[src/rtl/data_io_pkg.sv]
// Shared constants and types for the SPI download buffer: io-controller
// command codes and the download state encoding.
package data_io_pkg;

    localparam logic [7:0] UIO_FILE_TX     = 8'h53;
    localparam logic [7:0] UIO_FILE_TX_DAT = 8'h54;
    localparam logic [7:0] UIO_FILE_INDEX  = 8'h55;

    typedef enum logic [1:0] {
        IDLE  = 2'd0,
        LOAD  = 2'd1,
        DRAIN = 2'd2,
        ERASE = 2'd3
    } state_e;

endpackage

[src/rtl/data_io_fifo.sv]
// First-word-fall-through FIFO holding {address, data, byte-enable} entries
// between the SPI byte packer and the RAM write handshake.
module data_io_fifo #(
    parameter int unsigned WIDTH = 34,
    parameter int unsigned DEPTH = 16
) (
    input  logic                       clk,
    input  logic                       rst_n,
    input  logic                       flush_i,
    input  logic                       push_i,
    input  logic [WIDTH-1:0]           data_i,
    input  logic                       pop_i,
    output logic [WIDTH-1:0]           data_o,
    output logic                       full_o,
    output logic                       empty_o,
    output logic [$clog2(DEPTH):0]     cnt_o
);

    localparam int unsigned PW = $clog2(DEPTH);

    logic [WIDTH-1:0] mem_q [DEPTH];
    logic [PW:0]      wr_ptr_q, rd_ptr_q;
    logic             do_push, do_pop;

    // Pointers carry one extra wrap bit so full and empty are distinguishable.
    assign cnt_o   = wr_ptr_q - rd_ptr_q;
    assign empty_o = (cnt_o == '0);
    assign full_o  = (cnt_o == (PW+1)'(DEPTH));
    assign do_pop  = pop_i && !empty_o;
    assign do_push = push_i && (!full_o || do_pop);
    assign data_o  = mem_q[rd_ptr_q[PW-1:0]];

    // NOTE: sequential state uses non-blocking assignments only, so every
    // flop samples the pre-edge value of every other flop.
    always_ff @(posedge clk or negedge rst_n) begin
        if (!rst_n) begin
            wr_ptr_q <= '0;
            rd_ptr_q <= '0;
        end else if (flush_i) begin
            wr_ptr_q <= '0;
            rd_ptr_q <= '0;
        end else begin
            if (do_push) wr_ptr_q <= wr_ptr_q + (PW+1)'(1);
            if (do_pop)  rd_ptr_q <= rd_ptr_q + (PW+1)'(1);
        end
    end

    // NOTE: the storage array has no reset; validity is tracked by the
    // pointers, and a resettable array would cost a mux per bit.
    always_ff @(posedge clk) begin
        if (do_push && !flush_i) mem_q[wr_ptr_q[PW-1:0]] <= data_i;
    end

endmodule

[src/rtl/data_io_buf.sv]
// SPI download controller: oversampled slave SPI -> DW-bit word packer ->
// FIFO -> wr/wr_ack RAM port. Define DATA_IO_ERASE_EN to fill the tail of
// the image region with FILL after a download.
module data_io_buf
    import data_io_pkg::*;
#(
    parameter int unsigned AW        = 25,
    parameter int unsigned DW        = 8,
    parameter int unsigned DEPTH     = 16,
    parameter int unsigned BASE_ADDR = 0,
    parameter int unsigned ERASE_END = 'h8000,
    parameter logic [7:0]  FILL      = 8'h00
) (
    input  logic            clk,
    input  logic            reset_n,
    input  logic            sck,
    input  logic            ss,
    input  logic            sdi,
    output logic            downloading,
    output logic [4:0]      index,
    output logic            overflow,
    output logic            wr,
    input  logic            wr_ack,
    output logic [AW-1:0]   a,
    output logic [DW-1:0]   d,
    output logic [DW/8-1:0] be
);

`ifdef DATA_IO_ERASE_EN
    localparam bit ERASE_EN = 1'b1;
`else
    localparam bit ERASE_EN = 1'b0;
`endif

    localparam int unsigned NB    = DW / 8;
    localparam int unsigned LW    = (NB > 1) ? $clog2(NB) : 1;
    localparam int unsigned EW    = AW + DW + NB;
    localparam int unsigned CW    = $clog2(DEPTH) + 1;
    localparam logic [AW:0] END_W = (AW+1)'(ERASE_END);

    // ---------------- SPI receiver ----------------
    logic [2:0] sck_sync_q;
    logic [1:0] ss_sync_q, sdi_sync_q;
    logic       sck_rise, ss_s, sdi_s;
    logic [2:0] bit_cnt_q;
    logic [6:0] shift_q;
    logic [7:0] byte_q, cmd_q;
    logic       byte_stb_q, have_cmd_q;

    assign sck_rise = sck_sync_q[1] && !sck_sync_q[2];
    assign ss_s     = ss_sync_q[1];
    assign sdi_s    = sdi_sync_q[1];

    always_ff @(posedge clk or negedge reset_n) begin
        if (!reset_n) begin
            sck_sync_q <= '0;
            ss_sync_q  <= 2'b11;
            sdi_sync_q <= '0;
            bit_cnt_q  <= '0;
            shift_q    <= '0;
            byte_q     <= '0;
            cmd_q      <= '0;
            byte_stb_q <= 1'b0;
            have_cmd_q <= 1'b0;
        end else begin
            sck_sync_q <= {sck_sync_q[1:0], sck};
            ss_sync_q  <= {ss_sync_q[0], ss};
            sdi_sync_q <= {sdi_sync_q[0], sdi};
            byte_stb_q <= 1'b0;
            if (ss_s) begin
                bit_cnt_q  <= '0;
                have_cmd_q <= 1'b0;
            end else begin
                if (sck_rise) begin
                    shift_q   <= {shift_q[5:0], sdi_s};
                    bit_cnt_q <= bit_cnt_q + 3'd1;
                    if (bit_cnt_q == 3'd7) begin
                        byte_q     <= {shift_q, sdi_s};
                        byte_stb_q <= 1'b1;
                    end
                end
                if (byte_stb_q && !have_cmd_q) begin
                    cmd_q      <= byte_q;
                    have_cmd_q <= 1'b1;
                end
            end
        end
    end

    // ---------------- command decode ----------------
    state_e state_q, state_d;
    logic   pay_stb, start, stop, dat, idx;

    assign pay_stb = byte_stb_q && have_cmd_q;
    assign start   = pay_stb && (cmd_q == UIO_FILE_TX) && (byte_q != 8'h00);
    assign stop    = pay_stb && (cmd_q == UIO_FILE_TX) && (byte_q == 8'h00) && (state_q == LOAD);
    assign dat     = pay_stb && (cmd_q == UIO_FILE_TX_DAT) && (state_q == LOAD);
    assign idx     = pay_stb && (cmd_q == UIO_FILE_INDEX);

    // ---------------- datapath state ----------------
    logic [AW-1:0] addr_q, addr_d;
    logic [LW-1:0] lane_q, lane_d;
    logic [DW-1:0] acc_q, acc_d;
    logic [NB-1:0] acc_be_q, acc_be_d;
    logic [4:0]    index_q, index_d;
    logic          ovf_q, ovf_d;
    logic          wr_q, wr_d, infl_q, infl_d;
    logic [AW-1:0] a_q, a_d;
    logic [DW-1:0] d_q, d_d;
    logic [NB-1:0] be_q, be_d;

    logic          push, pop, flush;
    logic [EW-1:0] push_word, head;
    logic          fifo_full, fifo_empty;
    logic [CW-1:0] fifo_cnt;
    logic          below_end, last_fill, drain_last;
    logic [AW:0]   addr_nxt;

    assign addr_nxt   = {1'b0, addr_q} + (AW+1)'(1);
    assign below_end  = ({1'b0, addr_q} < END_W);
    assign last_fill  = (addr_nxt >= END_W);
    // Final drain write is the one being acknowledged with nothing behind it.
    assign drain_last = wr_q ? (wr_ack && (infl_q ? (fifo_cnt == CW'(1)) : fifo_empty))
                             : fifo_empty;

    // NOTE: every signal written here receives a default first, so no path
    // through the block can leave one unassigned and infer a latch.
    always_comb begin
        state_d   = state_q;
        addr_d    = addr_q;
        lane_d    = lane_q;
        acc_d     = acc_q;
        acc_be_d  = acc_be_q;
        index_d   = index_q;
        ovf_d     = ovf_q;
        wr_d      = wr_q;
        infl_d    = infl_q;
        a_d       = a_q;
        d_d       = d_q;
        be_d      = be_q;
        push      = 1'b0;
        push_word = '0;
        pop       = 1'b0;
        flush     = 1'b0;

        if (wr_q && wr_ack) begin
            wr_d   = 1'b0;
            pop    = infl_q;
            infl_d = 1'b0;
            if (state_q == ERASE) begin
                addr_d = addr_q + AW'(1);
                if (last_fill) state_d = IDLE;
            end
        end

        if (start) begin
            state_d  = LOAD;
            addr_d   = AW'(BASE_ADDR);
            flush    = 1'b1;
            ovf_d    = 1'b0;
            lane_d   = '0;
            acc_d    = '0;
            acc_be_d = '0;
            infl_d   = 1'b0;
        end else if (dat) begin
            for (int i = 0; i < NB; i++) begin
                if (lane_q == LW'(i)) begin
                    acc_d[i*8 +: 8] = byte_q;
                    acc_be_d[i]     = 1'b1;
                end
            end
            if (lane_q == LW'(NB-1)) begin
                push      = 1'b1;
                push_word = {addr_q, acc_d, {NB{1'b1}}};
                addr_d    = addr_q + AW'(1);
                lane_d    = '0;
                acc_d     = '0;
                acc_be_d  = '0;
            end else begin
                lane_d = lane_q + LW'(1);
            end
        end else if (stop) begin
            if (acc_be_q != '0) begin
                push      = 1'b1;
                push_word = {addr_q, acc_q, acc_be_q};
                addr_d    = addr_q + AW'(1);
            end
            lane_d   = '0;
            acc_d    = '0;
            acc_be_d = '0;
            state_d  = DRAIN;
        end

        if (idx) index_d = byte_q[4:0];

        // A pop in the same cycle frees the slot, so only a real full drops.
        if (push && fifo_full && !pop) ovf_d = 1'b1;

        if (!wr_q && !fifo_empty && !start) begin
            wr_d   = 1'b1;
            infl_d = 1'b1;
            a_d    = head[EW-1 -: AW];
            d_d    = head[NB +: DW];
            be_d   = head[NB-1:0];
        end

        if (state_q == DRAIN && !start) begin
            if (ERASE_EN && index_q != 5'd0 && below_end) begin
                if (fifo_empty && !wr_q) begin
                    state_d = ERASE;
                    wr_d    = 1'b1;
                    infl_d  = 1'b0;
                    a_d     = addr_q;
                    d_d     = {NB{FILL}};
                    be_d    = '1;
                end
            end else if (drain_last) begin
                state_d = IDLE;
            end
        end

        if (state_q == ERASE && !wr_q && !start) begin
            wr_d   = 1'b1;
            infl_d = 1'b0;
            a_d    = addr_q;
            d_d    = {NB{FILL}};
            be_d   = '1;
        end
    end

    always_ff @(posedge clk or negedge reset_n) begin
        if (!reset_n) begin
            state_q  <= IDLE;
            addr_q   <= '0;
            lane_q   <= '0;
            acc_q    <= '0;
            acc_be_q <= '0;
            index_q  <= '0;
            ovf_q    <= 1'b0;
            wr_q     <= 1'b0;
            infl_q   <= 1'b0;
            a_q      <= '0;
            d_q      <= '0;
            be_q     <= '0;
        end else begin
            state_q  <= state_d;
            addr_q   <= addr_d;
            lane_q   <= lane_d;
            acc_q    <= acc_d;
            acc_be_q <= acc_be_d;
            index_q  <= index_d;
            ovf_q    <= ovf_d;
            wr_q     <= wr_d;
            infl_q   <= infl_d;
            a_q      <= a_d;
            d_q      <= d_d;
            be_q     <= be_d;
        end
    end

    data_io_fifo #(
        .WIDTH (EW),
        .DEPTH (DEPTH)
    ) u_fifo (
        .clk     (clk),
        .rst_n   (reset_n),
        .flush_i (flush),
        .push_i  (push),
        .data_i  (push_word),
        .pop_i   (pop),
        .data_o  (head),
        .full_o  (fifo_full),
        .empty_o (fifo_empty),
        .cnt_o   (fifo_cnt)
    );

    assign downloading = (state_q != IDLE);
    assign index       = index_q;
    assign overflow    = ovf_q;
    assign wr          = wr_q;
    assign a           = a_q;
    assign d           = d_q;
    assign be          = be_q;

endmodule

[config.mk]
export PLATFORM = sky130hd
export DESIGN_NAME = data_io_buf
export DESIGN_NICKNAME = d
export VERILOG_FILES = /design/src/rtl/data_io_pkg.sv /design/src/rtl/data_io_fifo.sv /design/src/rtl/data_io_buf.sv
export SDC_FILE = /design/constraint.sdc
export NUM_CORES = 1
export LEC_CHECK = 0
export CORE_UTILIZATION = 50
export DETAILED_ROUTE_END_ITERATION = 6
export PLACE_DENSITY = 0.76
export RECOVER_POWER = 25
export SLEW_MARGIN = 0
export SYNTH_ARGS = -nofsm -noshare
export SYNTH_HDL_FRONTEND = slang
export SYNTH_SLANG_ARGS = --single-unit
[constraint.sdc]
create_clock -name clk -period 4.7 [get_ports clk]
set_input_delay 0.94 -clock clk [delete_from_list [all_inputs] [get_ports clk]]
set_output_delay 0.94 -clock clk [all_outputs]
set_load 0.005 [all_outputs]
# After elaboration in Yosys (flattened, before gate mapping)
# Memory sizes are Yosys's and may differ from the RTL's.
# Cells that the tools add are included.
# op_classes
n_bitwise,1
magnitude_cmp,1
n_addsub,7
n_mux,68
n_eq_ne,10
n_reduce_logical,48
# op_table
operator,n
$mux 25,9
$mux 34,5
$mux 8,7
$mux 1,33
$add 25x1->26 const B,1
$ge 26x16->1 const B,1
$add 25x1->25 const B,1
$eq 8x7->1 const B,3
$logic_and 1x1->1,22
$mux 5,4
$mux 2,8
$reduce_bool 2->1,7
$add 5x1->5 const B,2
$logic_not 1->1,8
$logic_not 8->1,1
$reduce_bool 8->1,1
$mux 3,2
$reduce_and 2->1,3
$reduce_bool 3->1,2
$eq 5x1->1 const B,1
$eq 5x5->1 const B,1
$logic_not 5->1,1
$sub 5x5->5,1
$eq 2x2->1 const B,2
9 further kinds,9
# totals
reg_bits,124
input_bits,6
elab_cells,159
memories,1
mem_bits_rw,544
out_inout_bits,42
# memory_table
memory,depth,word_bits,rd,rd_clocked_by_memory_dff,wr,line_no,rtl
u_fifo.mem_q,16,34,1,0,1,data_io_fifo.sv:21,logic [WIDTH-1:0] mem_q [DEPTH];

# Logic depth before layout (Yosys ltp)
# Gate-level depths: netlist (run 1).
# logic_depth
depth_word,11
ltp_mapped,13
ltp_nobuf,9

# By module
# A second synthesis (run 1) with hierarchy kept.
# unflattened
cells_unflattened,1330
hier_area_um2,26250.2
# by_module_without_submodules
module,cells_each,n_inst,area_each_um2,seq_area_each_um2
data_io_fifo,867,1,21348.0,16585.9
data_io_buf,463,1,4902.2,2605.0

# Worst setup path before layout (run 1)
# Ideal clock, no wire load.
# synth_timing
path_kind,reg2reg
from,reg u_fifo.rd_ptr_q[1]
to,"mem u_fifo.mem_q[15][0], enable pin"
setup_ps,395
t_required_ps,4305
arrival_ps,3583
period_less_slack_ps,3977
stages_incl_launch_ff,13
slack_ps,723
path_buffers,4
cell_sequence,dfrtp_1 -> buf_4 -> buf_2 -> buf_1 -> inv_1 -> ha_1 -> nor2b_1 -> o21a_1 -> o2111ai_1 -> a211oi_4 -> a21boi_2 -> buf_2 -> and3_1
# synth_between
elab_chain_len,9
word_cells_on_any_way,11
cone_classes,add/sub: 1; eq/ne: 1; mux: 2; reduce/logical: 7
# synth_lines
element,line_no,rtl
"start, declared",data_io_fifo.sv:22,"logic [PW:0] wr_ptr_q, rd_ptr_q;"
"start signal, assigned",data_io_fifo.sv:44,if (do_pop) rd_ptr_q <= rd_ptr_q + (PW+1)'(1);
$sub 5x5->5 *,data_io_fifo.sv:26,assign cnt_o = wr_ptr_q - rd_ptr_q;
$logic_not 5->1,data_io_fifo.sv:27,assign empty_o = (cnt_o == '0);
$logic_not 1->1,data_io_fifo.sv:29,assign do_pop = pop_i && !empty_o;
$logic_and 1x1->1,data_io_fifo.sv:29,
$logic_or 1x1->1 *,data_io_fifo.sv:30,assign do_push = push_i && (!full_o || do_pop);
$logic_and 1x1->1 *,data_io_fifo.sv:30,
$logic_and 1x1->1 *,data_io_fifo.sv:51,if (do_push && !flush_i) mem_q[wr_ptr_q[PW-1:0]] <= data_i;
$mux 1 *,data_io_fifo.sv:51,
$mux 1 (implied by the code) *,data_io_fifo.sv:51,
"end, declared",data_io_fifo.sv:21,
# Every way passes the cells marked *; elsewhere a longest branch is shown, timed or not.

# Worst setup path in the final report (run 1)
# layout_timing
from,reg u_fifo.rd_ptr_q[1]
to,"mem u_fifo.mem_q[11][21], enable pin"
# The elaborated chain is that of the path after synthesis.

==> key figures, run 1 <==
Run status
  • Status: finished, violations left
  • Failing checks: capacitance limit, slew limit

Synthesis
  • Synth top area share: 61.8%
  • Synth unique cells: 77
  • Largest area contributor in the netlist: edfxtp_1
  • Top post-synthesis cells by area: edfxtp_1, mux4_2, dfrtp_1
  • Seq cells post-synth: 658
  • Share of flip-flops with an asynchronous set or reset: 17.3%
  • Mapped cell area: 26400 µm²
  • Syn_nets: ~1300
  • Sequential element share of the synthesized area: between 70 and 80%
  • Synth Area per Inst: 20.1 µm²
  • Post-synth EDFFs: 544
  • Synth Instances: 1313
  • Ys Warns: 0
  • Ys flop type: edfxtp_1

Final layout
  • Synth-to-Final Area Change: 12.6%
  • # diodes: 0
  • Total Nets Final: 1405
  • Most frequent cells in the layout: edfxtp_1, mux4_2, dfrtp_1
  • Post-route insts no fill: between 2000 and 2500
  • Most common cell after layout, fill and taps aside: edfxtp_1
  • Fill cell count: between 3000 and 4000
  • Layout cell share with drive strength beyond 1: 23.6%

Critical path
  • Cells on worst reg2reg path: 9
  • Reg-to-reg endpoint: u_fifo.mem_q[11][21]
  • Critical path arrival: 4.15 ns
  • CP Data Required Time: 4.94 ns
  • Crit path capture type: flop
  • Reg2reg start: u_fifo.rd_ptr_q[1]
  • Worst Path Max Fanout: 29
  • Startpoint Class: flop
  • Setup CP Type: flop to flop
  • Worst reg2reg setup slack: 0.79 ns

Timing
  • Slew HR: -88.4%
  • Worst-margin pin slew: 2.83 ns
  • RSZ-0062 raised after global routing: no
  • Final Skew: 0.0256 ns
  • Fmax: 256 MHz
  • Period utilization: a little over four fifths
  • Final hold vios: 0
  • Final Critical Period: roughly 3.9 ns
  • Max-slew violation total from the final report: 47
  • Final setup TNS: 0 ns
  • Final setup fails: 0

Pwr
  • Tot Pwr: 13.3 mW
  • Clock power frac: 39.0%
  • Internal cell power: approximately 10 mW
  • Part of the power in registers: 48.1%
  • NetSw: 3.29 mW
  • Peak supply drop: 443 µV
  • LEAKAGE: 11.6 nW
  • Sw Ratio: 24.7%
  • PwrDens: 447 nW/µm²
  • Logic pwr share: 12.8%

Clock network
  • Resized Gates After CTS: 0
  • CTS tree: yes
  • Clock Latency Late Sink: 0.61 ns
  • Root buffer cell: clkbuf_16
  • CTS max path bufs: 3
  • Clock sinks: around 660
  • Post-CTS setup buffers: 0
  • CTS clk-pin slew, worst paths: 0.06 ns
  • CTS H-tree depth: 3
  • CTS buffer count: 67
  • # hold bufs at CTS: 0

Route
  • DRC: 0
  • Per-cell routed wire length: between 20 and 30 µm
  • ANT nets after route: 0
  • Initial DRC Count: 1716
  • WL final: ~60 mm
  • Pre-antenna DRT Iters: 5
  • Via count: ~13000
  • Vias per std cell: 6.36

Placement
  • Port Buffers: 47
  • Dpl cells: ~2000
  • Gp weighted congestion: 0.799
  • Dpl hpwl: approximately 37 mm

Global routing
  • Pin count of the biggest net entering global routing: 114
  • GRT overflow: 0
  • First-pass GRT wire length: 89.6 mm
  • All-Layer GR Usage: between 20% and 30%
  • Number of global-route vias before repair: 13400
  • Initial antenna violation count: 1

Job
  • Max Cap Viol: 1

Hold path
  • Hold crit path type: flop to flop
  • Hold path start: sck_sync_q[0]
  • Worst Hold Endpoint: sck_sync_q[1]
  • Hold path depth: 0

Floorplan
  • Starting Density: 51.1%
  • Die Ht: 232 µm
  • Horiz. Die Dim: about 230 µm
  • I/O pins: 48
  • Core Box Area: 51700 µm²
  • FP Rows: slightly above 80
  • DIE AREA: 53800 µm²
power groups by stage:
| stage | registers (mW) | logic, mW | clock network, mW |
|---|---|---|---|
| after CTS | 6.40 | 1.73 | 5.27 |
| after global routing | 6.41 | 1.84 | 5.49 |
| after detailed placement | 6.52 | 1.73 | 0 |
| after floorplan | 6.45 | 1.54 | 0 |
| after global placement | 6.52 | 1.72 | 0 |
| final | 6.40 | 1.70 | 5.19 |
metrics by stage:
step | cell area [µm²] | util, % | hold slack, ns | setup slack, ns
after floorplan | 26400 | - | 0.331 | 0.723
after global placement | 27600 | 53.4 | 0.340 | 0.947
after detailed placement | 27600 | 53.4 | 0.350 | 0.834
after CTS | 29800 | 57.6 | 0.355 | 0.833
after global routing | 29800 | 57.5 | 0.364 | 0.627
final | 29800 | 57.5 | 0.353 | 0.789
worst max-delay path, cell delays in order, from the launching register on:
cell	delay [ns]
dfrtp_4	0.73
inv_1	0.09
ha_1	0.30
nor2b_1	0.13
o21a_1	0.19
o2111ai_1	0.36
a211oi_4	0.15
a21boi_2	0.72
and3_2	0.44
buf_4	0.41
layer usage:
| metal | track usage [%] | wire [µm] | up-vias |
|---|---|---|---|
| li1 | - | - | 5534 |
| met1 | 35.9 | 25800 | 7129 |
| met2 | 32.7 | 26800 | 723 |
| met3 | 5.16 | 5950 | 99 |
| met4 | 6.52 | 1390 | 0 |
| met5 | 0 | 0 | - |
cell usage after synthesis, drive strengths merged (2+ instances only):
| library cell | n |
|---|---|
| a211oi | 2 |
| a21oi | 21 |
| a221o | 22 |
| a22o | 8 |
| and2 | 36 |
| and3 | 19 |
| buf | 44 |
| clkbuf | 27 |
| dfrtp | 112 |
| dfstp | 2 |
| dlygate4sd1 | 2 |
| edfxtp | 544 |
| ha | 12 |
| inv | 12 |
| mux2 | 29 |
| mux2i | 7 |
| mux4 | 170 |
| nand2 | 28 |
| nand2b | 3 |
| nand3 | 18 |
| nand4 | 12 |
| nand4bb | 2 |
| nor2 | 40 |
| nor2b | 6 |
| nor3 | 8 |
| nor3b | 24 |
| nor4 | 9 |
| o2111ai | 2 |
| o211ai | 6 |
| o21a | 2 |
| o21ai | 19 |
| o41ai | 2 |
| or2 | 3 |
| or3 | 10 |
| or4 | 3 |
| xnor2 | 14 |
| xor2 | 12 |
worst max path at each step:
stage	from	end	depth (start not counted)
after floorplan	u_fifo.rd_ptr_q[1]	u_fifo.mem_q[15][0]	12
after global placement	u_fifo.rd_ptr_q[1]	u_fifo.mem_q[8][4]	9
after global routing	u_fifo.wr_ptr_q[0]	u_fifo.mem_q[11][21]	10
after detailed placement	wr_ack	u_fifo.mem_q[8][5]	5
after CTS	u_fifo.rd_ptr_q[1]	u_fifo.mem_q[11][21]	9
final	u_fifo.rd_ptr_q[1]	u_fifo.mem_q[11][21]	9
cells by family (layout without fill, tap and decap cells):
family | after synthesis | after routing | share of synthesized area (%)
AO/OA/AOI/OAI | 97 | 97 | 2.80
XOR/XNOR | 26 | 26 | 0.862
adder cells (fa/ha/maj) | 13 | 13 | 0.644
buffers and inverters | 86 | 213 | 1.96
flip-flops | 658 | 658 | 72.6
multiplexers | 206 | 206 | 16.1
AND/OR/NAND/NOR | 227 | 227 | 4.96
state kept, by name, summed over array words and instances (netlist names), 2 cells and up:
register / flops
u_fifo.wr_ptr_q: 5
byte_q: 8
ss_sync_q: 2
state_q: 2
cmd_q: 8
sck_sync_q: 3
d: 8
u_fifo.rd_ptr_q: 5
u_fifo.mem_q: 544
bit_cnt_q: 3
sdi_sync_q: 2
index: 5
a: 25
shift_q: 7
addr_q: 25
area by class of cell:
class / count / area [µm²] / share of cell area [%]
Timing Repair Buffer: 78 / 779 / 2.62
Clock buffer: 96 / 1870 / 6.28
Clock inverter: 27 / 270 / 0.908
Multi-Input combinational cell: 569 / 6740 / 22.7
Sequential cell: 658 / 19200 / 64.5
Inverter: 12 / 45.0 / 0.151
Tap cell: 680 / 851 / 2.86
No activity file was read; power rests on OpenSTA's default activity.
==> run 2: changes to the inputs <==
--- a/config.mk
+++ b/config.mk
@@ -7,7 +7,7 @@
 export LEC_CHECK = 0
 export CORE_UTILIZATION = 50
 export DETAILED_ROUTE_END_ITERATION = 6
-export PLACE_DENSITY = 0.76
+export PLACE_DENSITY = 0.79
 export RECOVER_POWER = 25
 export SLEW_MARGIN = 0
 export SYNTH_ARGS = -nofsm -noshare
==> constraint.sdc (replaced) <==
create_clock -name clk -period 3.35 [get_ports clk]
set_input_delay 0.67 -clock clk [delete_from_list [all_inputs] [get_ports clk]]
set_output_delay 0.67 -clock clk [all_outputs]
set_load 0.005 [all_outputs]
==> run 2 against run 1 <==
  * The flow finishes with violations (slew limit)
  * Clock power up 46%
  * Register-to-register slack worse by 0.68 ns
  * Core utilization up 0.69 points
  * Global-route usage up 0.088 points
  * Clock skew down 0.0048 ns
  * Die area unchanged
  * Sequential power up 39%
  * Combinational power up 55%
  * Non-clock buffer count up 26
  * Setup slack worse by 0.68 ns
  * Critical endpoint is now u_fifo.mem_q[11][6]
==> key figures, run 2 (same netlist as run 1, synthesis figures left out) <==
Clock network
  • CTS buffer count: 67 (unchanged)
  • Root buffer cell: clkbuf_16
  • CTS tree: yes
  • Clock Latency Late Sink: 0.61 ns (about the same)
  • Clock sinks: 658 (unchanged)
  • # hold bufs at CTS: 0 (unchanged)
  • Post-CTS setup buffers: 0 (unchanged)
  • CTS clk-pin slew, worst paths: 0.06 ns (about the same)
  • CTS H-tree depth: 3 (unchanged)
  • CTS max path bufs: 3 (unchanged)

Placement
  • Dpl cells: 2023 (+1.3%)
  • Gp weighted congestion: 0.880 (+10%)
  • Pre-CTS setup slack: -0.0700 ns (-0.904 ns)
  • Dpl cell area: 27900 µm² (+1.0%)
  • Port Buffers: 47 (unchanged)
  • Dpl hpwl: 35.6 mm (-2.9%)

Floorplan
  • Horiz. Die Dim: 232 µm (unchanged)
  • FP Rows: 83 (unchanged)
  • Starting Density: 51.1% (unchanged)
  • I/O pins: 48 (unchanged)
  • Die Ht: 232 µm (unchanged)
  • DIE AREA: 53800 µm² (unchanged)
  • Core Box Area: 51700 µm² (unchanged)

Final layout
  • Synth-to-Final Area Change: 14.0%
  • Most frequent cells in the layout: edfxtp_1, mux4_2, dfrtp_1
  • Register area: 19200 µm² (unchanged)
  • Post-route insts no fill: 2145 (+1.2%)
  • Fill cell count: 3609 (-2.2%)
  • Final core occ: 58.2% (+0.69 points)
  • Most common cell after layout, fill and taps aside: edfxtp_1
  • # diodes: 0 (unchanged)
  • Layout cell share with drive strength beyond 1: 24.8% (+1.2 points)
  • Multi-input logic area: 6780 µm² (+0.54%)
  • Total Nets Final: 1431 (+1.9%)
  • Design Area, Final: 30100 µm² (+1.2%)
  • Max FFs per register: 544 (unchanged)

Timing
  • Hold Slack: 0.360 ns (+0.00652 ns)
  • Slew HR: -0.0873% (+88 points)
  • Setup WS post-layout: 0.111 ns (-0.677 ns)
  • Final Critical Period: 3.24 ns (-0.673 ns)
  • Final Skew: 0.0208 ns (-0.00482 ns)
  • Period utilization: 96.7% (+13 points)
  • Final setup TNS: 0 ns (unchanged)
  • Final setup fails: 0 (unchanged)
  • RSZ-0062 raised after global routing: no
  • Final hold vios: 0 (unchanged)
  • Max-slew violation total from the final report: 25 (-47%)
  • Worst-margin pin slew: 1.50 ns (-1.33 ns)
  • Fmax: 309 MHz (+21%)

Critical path
  • Startpoint Class: flop
  • Worst Path Max Fanout: 17 (-41%)
  • Reg-to-reg endpoint: u_fifo.mem_q[11][6]
  • CP Data Required Time: 3.69 ns (-1.25 ns)
  • Critical path arrival: 3.57 ns (-0.58 ns)
  • Cells on worst reg2reg path: 9 (unchanged)
  • Buf+Inv Stages, Crit Path: 1 (-1)
  • Setup CP Type: flop to flop
  • Reg2reg start: u_fifo.rd_ptr_q[0]
  • Top delay family on crit path: simple AND/OR/NAND/NOR gates
  • Crit-path slowest cell: or4_4
  • Critical Path, Cell by Cell: ha_1, fa_1, xor2_1, nand2_1, or4_4, a211oi_4, a21boi_4, and3_2, buf_4
  • Crit path capture type: flop
  • Worst reg2reg setup slack: 0.11 ns (-0.68 ns)
  • Slowest stage delay, CP: 0.56 ns (-0.17 ns)

Route
  • ANT nets after route: 0 (unchanged)
  • Per-cell routed wire length: 28.2 µm (-0.28%)
  • Initial DRC Count: 1495 (-13%)
  • Via count: 13600 (+0.67%)
  • Pre-antenna DRT Iters: 5 (unchanged)
  • Vias per std cell: 6.33 (-0.51%)
  • WL final: 60.4 mm (+0.90%)
  • DRC: 0 (unchanged)

Run status
  • Failing checks: slew limit
  • Status: finished, violations left

Pwr
  • Tot Pwr: 19.1 mW (+44%)
  • Peak supply drop: 601 µV (+36%)
  • LEAKAGE: 11.8 nW (+1.4%)
  • PwrDens: 636 nW/µm² (+42%)

Hold path
  • Hold path depth: 0 (unchanged)
  • Hold path start: sdi_sync_q[0]
  • Worst Hold Endpoint: sdi_sync_q[1]
  • Hold crit path type: flop to flop

Global routing
  • All-Layer GR Usage: 23.1% (+0.088 points)
  • Number of global-route vias before repair: 13900 (+4.0%)
  • Initial antenna violation count: 2 (+1)
  • Pin count of the biggest net entering global routing: 84 (-26%)
  • GRT overflow: 0 (unchanged)
  • First-pass GRT wire length: 90.4 mm (+0.89%)

Job
  • Max Cap Viol: 0 (-1)
==> run 2: worst max path at each step <==
stage / end / cells after the start / start / slack (ns)
3_3_place_gp: u_fifo.mem_q[12][27] / 8 / u_fifo.rd_ptr_q[0] / 0.02
5_1_grt: a[21] / 6 / u_fifo.rd_ptr_q[0] / 0.03
6_report: u_fifo.mem_q[11][6] / 9 / u_fifo.rd_ptr_q[0] / 0.11
2_1_floorplan: u_fifo.mem_q[4][0] / 12 / u_fifo.rd_ptr_q[2] / 0.001
3_5_place_dp: u_fifo.mem_q[12][27] / 8 / u_fifo.rd_ptr_q[0] / -0.07
4_1_cts: u_fifo.mem_q[4][12] / 8 / u_fifo.rd_ptr_q[0] / 0.07
==> run 2: layer usage <==
metal | part of all wire (%) | track usage (%) | wire length, µm | up-vias
met5 | 0 | 0 | 0 | -
met4 | 3.2 | 8.31 | 1930 | 0
met3 | 8.7 | 5.96 | 5230 | 127
met2 | 48 | 36.2 | 29000 | 666
met1 | 40 | 31.6 | 24200 | 7197
li1 | - | - | - | 5585
==> run 2: cell type report <==
cell class,count,area share (%)
tap,680,2.83
inverter,12,0.150
clock buffer,89,6.29
clock inverter,33,1.15
timing repair buffer,104,3.32
sequential,658,63.8
multi-input combinational,569,22.5
==> run 2: worst reg2reg max path, delay by kind of cell (launching register included) <==
family          cells  cell delay, ns
compound gates      2            0.47
fa+ha+maj           2            0.63
buf+inv             1            0.22
flops               1            0.47
xor+xnor            1            0.22
simple gates        3            0.95
==> run 2: where the power goes <==
part / switching [mW] / leakage [nW] / internal, mW
Sequential: 0.0669 / 7.85 / 8.84
Combinational: 1.60 / 2.85 / 1.04
Clock: 3.12 / 1.10 / 4.47
==> run 2: timing repair <==
item	4_1_cts	5_1_grt
setup endpoints to repair	272	153
pin swaps	3	2
resized for setup	1	1
==> run 3: changes to the inputs <==
--- a/config.mk
+++ b/config.mk
@@ -7,7 +7,7 @@
 export LEC_CHECK = 0
 export CORE_UTILIZATION = 50
 export DETAILED_ROUTE_END_ITERATION = 6
-export PLACE_DENSITY = 0.79
+export PLACE_DENSITY = 0.76
 export RECOVER_POWER = 25
 export SLEW_MARGIN = 0
 export SYNTH_ARGS = -nofsm -noshare
==> constraint.sdc (replaced) <==
create_clock -name clk -period 3.7 [get_ports clk]
set_input_delay 0.74 -clock clk [delete_from_list [all_inputs] [get_ports clk]]
set_output_delay 0.74 -clock clk [all_outputs]
set_load 0.005 [all_outputs]
==> run 3 against run 2 <==
  * The flow finishes with violations (capacitance limit, slew limit, setup timing)
  * Final cell count is 1.3% lower
  * Final area is 0.81% lower
  * Power is 9.0% lower
  * Setup slack worse by 0.13 ns
  * Count of clock-buffer cells in the layout is 3 lower
  * Via count is 1.4% lower
  * Largest cell class unchanged
  * Largest power group unchanged
  * Highest routed layer unchanged
==> key figures, run 3 (same netlist as run 1, synthesis figures left out) <==
Run status
  • Status: finished, violations left
  • Failing checks: capacitance limit, slew limit, setup timing

Global routing
  • GRT overflow: 0 (unchanged)
  • Pin count of the biggest net entering global routing: 118 (+40%)
  • GR Util met2: 35.4% (-0.78 points)
  • Initial antenna violation count: 1 (-1)
  • All-Layer GR Usage: 23.5% (+0.34 points)
  • First-pass GRT wire length: 90.8 mm (+0.42%)
  • Met3 usage: 5.67% (-0.28 points)
  • Number of global-route vias before repair: 13400 (-3.7%)
  • GR peak layer: met2
  • GR Layer Usage met1: 33.1% (+1.5 points)

Final layout
  • Most common cell after layout, fill and taps aside: edfxtp_1
  • Design Area, Final: 29900 µm² (-0.81%)
  • Fill cell count: 3708 (+2.7%)
  • Most frequent cells in the layout: edfxtp_1, mux4_2, dfrtp_1
  • Synth-to-Final Area Change: 13.0%
  • Total Nets Final: 1403 (-2.0%)
  • Layout cell share with drive strength beyond 1: 24.1% (-0.70 points)
  • Post-route insts no fill: 2118 (-1.3%)
  • Max FFs per register: 544 (unchanged)
  • Final core occ: 57.7% (-0.47 points)

Route
  • DRC: 0 (unchanged)
  • WL final: 61.2 mm (+1.2%)
  • Initial DRC Count: 1542 (+3.1%)
  • Vias per std cell: 6.32 (about the same)
  • ANT nets after route: 0 (unchanged)
  • Pre-antenna DRT Iters: 5 (unchanged)
  • Via count: 13400 (-1.4%)
  • Per-cell routed wire length: 28.9 µm (+2.5%)

Clock network
  • Root buffer cell: clkbuf_16
  • # hold bufs at CTS: 0 (unchanged)
  • CTS clk-pin slew, worst paths: 0.06 ns (about the same)
  • Clock sinks: 658 (unchanged)
  • Post-CTS setup buffers: 0 (unchanged)
  • CTS buffer count: 67 (unchanged)
  • Clock Latency Late Sink: 0.60 ns (about the same)
  • CTS H-tree depth: 3 (unchanged)
  • CTS tree: yes
  • CTS max path bufs: 3 (unchanged)

Pwr
  • Tot Pwr: 17.4 mW (-9.0%)
  • Internal cell power: 13.1 mW (-8.7%)
  • Peak supply drop: 572 µV (-4.8%)
  • Logic pwr share: 13.4% (-0.4 points)
  • LEAKAGE: 11.7 nW (-0.98%)
  • Sw Ratio: 24.7% (-0.32 points)
  • NetSw: 4.30 mW (-10%)
  • Part of the power in registers: 46.4% (about the same)
  • PwrDens: 583 nW/µm² (-8.3%)
  • Clock power frac: 40.2% (+0.5 points)

Timing
  • Slew HR: -22.9% (-23 points)
  • Hold Slack: 0.362 ns (+0.00211 ns)
  • Period utilization: 101% (+3.9 points)
  • Setup WS post-layout: -0.0219 ns (-0.133 ns)
  • Final setup fails: 127 (+127)
  • Worst-margin pin slew: 1.84 ns (+0.342 ns)
  • RSZ-0062 raised after global routing: yes
  • Final Critical Period: 3.72 ns (+0.483 ns)
  • Max-slew violation total from the final report: 64 (+160%)
  • Final setup TNS: -1.20 ns (-1.20 ns)
  • Final Skew: 0.0268 ns (+0.00606 ns)
  • Fmax: 269 MHz (-13%)
  • Final hold vios: 0 (unchanged)

Critical path
  • Crit-path slowest cell: and3_2
  • Critical Path, Cell by Cell: ha_1, fa_1, xor2_1, and2_1, o2111ai_1, a211oi_4, a21boi_2, and3_2
  • Cell count along the critical path: 8 (-1)
  • Reg2reg start: u_fifo.rd_ptr_q[0]
  • Worst Path Max Fanout: 34 (+17)
  • Top delay family on crit path: simple AND/OR/NAND/NOR gates
  • Buf+Inv Stages, Crit Path: 0 (-1)
  • Critical path arrival: 3.92 ns (+0.35 ns)
  • Reg-to-reg endpoint: u_fifo.mem_q[0][31]
  • Setup CP Type: flop to flop
  • Worst reg2reg setup slack: -0.02 ns (-0.13 ns)
  • CP Data Required Time: 3.90 ns (+0.21 ns)
  • Slowest stage delay, CP: 1.01 ns (+0.45 ns)
  • Startpoint Class: flop
  • Cells on worst reg2reg path: 8 (-1)
  • Crit path capture type: flop

Placement
  • Gp weighted congestion: 0.865 (-1.7%)
  • Dpl cell area: 27600 µm² (-1.2%)
  • Pre-CTS setup slack: -0.0121 ns (+0.0579 ns)
  • Port Buffers: 47 (unchanged)
  • Dpl cells: 1995 (-1.4%)
  • Dpl hpwl: 36.3 mm (+2.1%)

Floorplan
  • DIE AREA: 53800 µm² (unchanged)
  • I/O pins: 48 (unchanged)
  • Core Box Area: 51700 µm² (unchanged)
  • Starting Density: 51.1% (unchanged)
  • Die Ht: 232 µm (unchanged)
  • FP Rows: 83 (unchanged)
  • Horiz. Die Dim: 232 µm (unchanged)

Job
  • Max Cap Viol: 1 (+1)

Hold path
  • Hold crit path type: flop to flop
  • Hold path depth: 0 (unchanged)
  • Hold path start: sck_sync_q[0]
  • Worst Hold Endpoint: sck_sync_q[1]
[run 3: changes by cell type in the layout (fill, tap and decap cells not counted), sizes merged]
cell	change
buf	-21
diode	+1
clkbuf	-10
bufinv	+3
clkinvlp	+3
clkinv	-3
[run 3: layer usage]
metal,vias up,share of wire (%)
met1,7033,40
met5,-,0
met4,0,3.7
met2,716,47
li1,5530,-
met3,112,9.3
[run 3: power groups by stage]
stage               Sequential (mW)  Combinational [mW]  Clock, mW
detailed placement             8.23                2.34          0
finish                         8.08                2.33       7.00
CTS                            8.08                2.36       7.10
global placement               8.23                2.33          0
global route                   8.09                2.48       7.36
floorplan                      8.19                1.96          0
[run 3: final cells by class]
type / instances / area [µm²] / area share (%)
clock inverter: 36 / 462 / 1.55
clock buffer: 86 / 1840 / 6.16
multi-input combinational: 569 / 6750 / 22.6
antenna: 1 / 2.50 / 0.00838
timing repair buffer: 76 / 716 / 2.40
sequential: 658 / 19200 / 64.3
inverter: 12 / 45.0 / 0.151
tap: 680 / 851 / 2.85
[run 3: how the worst max path moves through the flow]
| stage | endpoint | start | slack, ns |
|---|---|---|---|
| after floorplan | u_fifo.mem_q[15][0] | u_fifo.rd_ptr_q[1] | 0.08 |
| after global placement | u_fifo.mem_q[5][12] | u_fifo.rd_ptr_q[0] | 0.11 |
| after detailed placement | u_fifo.mem_q[4][14] | u_fifo.rd_ptr_q[0] | -0.01 |
| after CTS | u_fifo.mem_q[0][28] | u_fifo.rd_ptr_q[0] | -0.02 |
| after global routing | u_fifo.mem_q[7][28] | u_fifo.rd_ptr_q[0] | -0.19 |
| final | u_fifo.mem_q[0][31] | u_fifo.rd_ptr_q[0] | -0.02 |
[run 3: worst reg2reg max path: stages, from the launching register on]
cell       delay, ns
dfrtp_4         0.49
ha_1            0.23
fa_1            0.41
xor2_1          0.19
and2_1          0.17
o2111ai_1       0.20
a211oi_4        0.12
a21boi_2        0.49
and3_2          1.02
[run 3: timing repair]
item | CTS | global route
hold endpoints to repair | 0 | 0
setup endpoints to repair | 49 | 512
gates resized for setup | 0 | 1
==> variant 1, RTL diff (flow settings as in run 3) <==
Put one more register stage on the output `overflow`, cleared by the reset. The value now appears one clock later. The other outputs are not delayed to match.
--- a/src/rtl/data_io_buf.sv
+++ b/src/rtl/data_io_buf.sv
@@ -278,3 +278,9 @@
     assign index       = index_q;
-    assign overflow    = ovf_q;
+    always_ff @(posedge clk or negedge reset_n) begin
+        if (!reset_n) begin
+            overflow <= '0;
+        end else begin
+            overflow <= ovf_q;
+        end
+    end
     assign wr          = wr_q;
Check against the original RTL: same outputs for any inputs over 10 cycles, from zero or initial values and one cycle with reset_n low; that may be too few to reach the edited logic, so the function may still have changed.
==> variant 1 against run 3 <==
- the flow finishes with violations (capacitance limit, slew limit)
- synthesized area hardly changed
- largest cell class unchanged
- maximum frequency grew 7.1%
- cell area increased by 0.88%
- setup slack better by 250 ps
- sequential cell count rose by 1
- routed wire length shrank 1.3%
- total power shrank 1.5%
- synthesized cell count is essentially flat
- count of clock-buffer cells in the layout stayed put
==> variant 1: results (changes against run 3) <==
| Metric | Value |
|---|---|
| Status | `finished with violations` |
| Violated checks | `capacitance limit, slew limit` |
| M2 GR Usage | `34.7% (-0.72 points)` |
| Filler instances | `3572 (-3.7%)` |
| Metal2 WL | `28.1 mm (-2.1%)` |
| Routed len/inst | `28.3 um (-2.1%)` |
| Pre-CTS setup slack | `239 ps (+251 ps)` |
| First-pass GRT wire length | `89.8 mm (-1.0%)` |
| Critical-path top delay cell | `or4_4` |
| Total GRT Usage | `23.1% (-0.38 points)` |
| Critical path origin | `u_fifo.wr_ptr_q[0]` |
| Max FO, Critical Path | `22 (-35%)` |
| Sequential cells | `659 (+0.15%)` |
| Iteration-0 DRC Markers | `1689 (+9.5%)` |
| Dpl cell area | `0.0279 sq mm (+1.3%)` |
| Critical path's largest stage delay | `550 ps (-460 ps)` |
| Largest net degree at the start of global routing | `140 (+19%)` |
| Post-route minimum period | `3480 ps (-245 ps)` |
| R2r worst-path depth | `10 (+2)` |
| Clock-cell share of area | `7.34% (-0.37 points)` |
| Worst Skew | `39.6 ps (+12.8 ps)` |
| Vias per cell | `6.34 (+0.27%)` |
| Buffers excl. clock | `93 (+22%)` |
| Via count | `13541 (+1.1%)` |
| Number of max-cap violations | `2 (+1)` |
| Worst reg-to-reg setup slack | `220 ps (+250 ps)` |
| Critical Path End | `u_fifo.mem_q[11][0]` |
| Max-slew violation count | `98 (+53%)` |
| Static Leak | `11.8 nW (+0.91%)` |
| Register Area | `0.0192 sq mm (+0.13%)` |
==> variant 1: cell count changes in the layout (fill, tap and decap cells not counted), sizes merged <==
cell                  run 3  this run
clkdlybuf4s50             3         2
buf                      27        44
clkinv                   20        23
dfrtp                   112       113
inv                      15        16
clkinvlp                  4         2
bufinv                    9         7
dlygate4sd3              43        44
==> variant 1: kinds of logic (layout without fill, tap and decap cells) <==
family,after synthesis,in the layout,share of synthesized area [%]
AOI/OAI and AO/OA,97,97,2.80
xor gates and xnor gates,26,26,0.861
adders and majority gates,13,13,0.643
buffers and inverters,86,227,1.96
DFF,659,659,72.7
muxes,206,206,16.1
other,0,1,0
and+or+nand+nor,227,227,4.96
==> variant 1: power by group <==
| part | internal [mW] | leakage (nW) | switching, mW |
|---|---|---|---|
| Combinational | 0.923 | 2.85 | 1.34 |
| Clock | 3.98 | 1.08 | 2.80 |
| Sequential | 8.01 | 7.87 | 0.0805 |
==> variant 2, RTL diff (flow settings as in run 3) <==
Without the edit above. Change the parameter `ERASE_END` from 'h8000 to 'h6000.
--- a/src/rtl/data_io_buf.sv
+++ b/src/rtl/data_io_buf.sv
@@ -10,3 +10,3 @@
     parameter int unsigned BASE_ADDR = 0,
-    parameter int unsigned ERASE_END = 'h8000,
+    parameter int unsigned ERASE_END = 'h6000,
     parameter logic [7:0]  FILL      = 8'h00
Behaviour: same outputs for any inputs over 4 cycles, from zero or initial values and one cycle with reset_n low; that may be too few to reach the edited logic, so the function may still have changed.
==> variant 2 against run 3 <==
- the flow finishes with violations (capacitance limit, slew limit)
- setup slack improved by 210 ps
- critical path depth increased by 3
- sequential cell count unchanged
- total power increased by 11%
- synthesized area decreased by 1.2%
- combinational power increased by 98%
- utilization increased by 0.41 points
- worst hold slack got worse by 200 ps
- cell area about the same
- routed wire length decreased by 4.4%
- largest power group unchanged
==> variant 2: results (changes against run 3) <==
| Metric | Value |
|---|---|
| Critical-path top delay cell | `nor2_4` |
| Dpl cell area | `0.0279 sq mm (+1.0%)` |
| Routed len/inst | `27.0 um (-6.6%)` |
| Slew margin rel. | `-24.2% (-1.3 points)` |
| Status | `finished with violations` |
| Vias in the first global route | `13563 (+1.1%)` |
| Dominant cells by area after synthesis | `edfxtp_1, mux4_2, dfrtp_1` |
| Static Leak | `11.0 nW (-5.8%)` |
| ANT cells | `0 (-1)` |
| Number of max-cap violations | `1 (unchanged)` |
| Filler instances | `3631 (-2.1%)` |
| Clk Latency, worst-skew pair | `640 ps (+40 ps)` |
| R2r worst-path depth | `11 (+3)` |
| Iteration-0 DRC Markers | `1467 (-4.9%)` |
| Top post-synthesis cells by count | `edfxtp_1, mux4_2, dfrtp_1` |
| Post-Synth Adder-Cell Area | `0.652% (+0.0076 points)` |
| Worst reg-to-reg setup slack | `190 ps (+210 ps)` |
| Via count | `13257 (-1.0%)` |
| Synth unique cells | `63 (-18%)` |
| Pint | `14.2 mW (+8.4%)` |
| CTS Buf Count | `61 (-9.0%)` |
| Multiplexer area fraction after synthesis | `16.3% (+0.16 points)` |
| GP Congestion | `0.835 (-3.5%)` |
| Largest net degree at the start of global routing | `108 (-8.5%)` |
| Violated checks | `capacitance limit, slew limit` |
| H-tree Lvls | `2 (-1)` |
| Post-detail-place hpwl | `32.4 mm (-11%)` |
| Hold Crit Class | `input port to asynchronous set/reset pin` |
| Max-slew violation count | `66 (+3.1%)` |
| Syn_nets | `1362 (+2.3%)` |
| WP data arrival | `3820 ps (-100 ps)` |
| Inst Count DP | `2049 (+2.7%)` |
| First-pass GRT wire length | `87.3 mm (-3.8%)` |
| Antenna violations before repair | `2 (+1)` |
| WL final | `58.5 mm (-4.4%)` |
| Post-Synth XOR/XNOR Area | `1.01% (+0.14 points)` |
-- variant 2: cell types whose count changed after synthesis, moves of 11 or more --
cell	delta
clkbuf_1	+18
a221o_1	-22
and3_1	-16
o21ai_0	+11
o22ai_1	+21
nor2_1	+65
nor3b_1	-21
-- variant 2: worst max path at each step --
stage / slack, ps / end / start / cells after the start
after floorplan: -10 / u_fifo.mem_q[7][0] / u_fifo.rd_ptr_q[1] / 10
after global placement: 150 / u_fifo.mem_q[12][1] / u_fifo.rd_ptr_q[0] / 10
after detailed placement: 90 / u_fifo.mem_q[12][2] / u_fifo.rd_ptr_q[0] / 10
after CTS: 80 / u_fifo.mem_q[4][10] / u_fifo.rd_ptr_q[0] / 10
after global routing: 30 / u_fifo.mem_q[12][17] / u_fifo.rd_ptr_q[0] / 10
final: 190 / u_fifo.mem_q[7][17] / u_fifo.rd_ptr_q[0] / 11
-- variant 2: per-stage QoR --
step                      util [%]  setup TNS (ps)  hold WS [ps]  power [mW]
final                         58.2               0           165        19.3
after global routing          58.2               0           202        20.0
after CTS                     58.1               0           159        19.6
after detailed placement      54.2               0           351        13.3
after global placement        54.2               0           346        13.2
after floorplan                  -           -2540           331        11.8
-- variant 2: logic make-up after synthesis --
| logic type | Yosys count |
|---|---|
| buf+inv | 93 |
| simple gates | 251 |
| flops | 658 |
| fa+ha+maj | 13 |
| mux | 209 |
| xor+xnor | 30 |
| compound gates | 89 |
-- variant 2: what timing repair did --
item,CTS,global route
setup buffers,0,4
gates resized for setup,0,2
endpoints found under the setup margin,0,33
-- variant 2: area by class of cell --
cell class	count	area [sq um]	share of cell area (%)
flip-flops and latches	658	19200	64.2
multi-input cells	592	6670	22.3
clock buffers	79	1670	5.57
repair buffers	102	1070	3.58
well taps	680	851	2.85
clock inverters	36	358	1.20
inverters	21	78.8	0.264
-- variant 2: worst reg2reg max path: stages, from the launching register on --
cell and delay [ps]:
dfrtp_4 470, ha_1 230, fa_1 410, nor2b_1 140, o21ai_0 100, a21oi_1 210, nor3_1 140, buf_4 160
a211o_1 330, buf_4 200, nor2_4 520, buf_12 300
-- variant 2: layer usage --
| metal | part of all wire [%] | vias up | wire [um] | GRT usage, % |
|---|---|---|---|---|
| met4 | 2.5 | 0 | 1490 | 6.81 |
| met1 | 38 | 6905 | 22200 | 30.1 |
| li1 | - | 5561 | - | - |
| met3 | 9.6 | 106 | 5630 | 5.71 |
| met5 | 0 | - | 0 | 0 |
| met2 | 50 | 685 | 29100 | 37.1 |
-- variant 2: power by group through the flow --
stage	Combinational [mW]	Sequential [mW]	Clock (mW)
2_1_floorplan	3.37	8.48	0
3_3_place_gp	4.68	8.56	0
3_5_place_dp	4.72	8.56	0
4_1_cts	4.76	8.42	6.39
5_1_grt	4.96	8.43	6.66
6_report	4.61	8.41	6.30
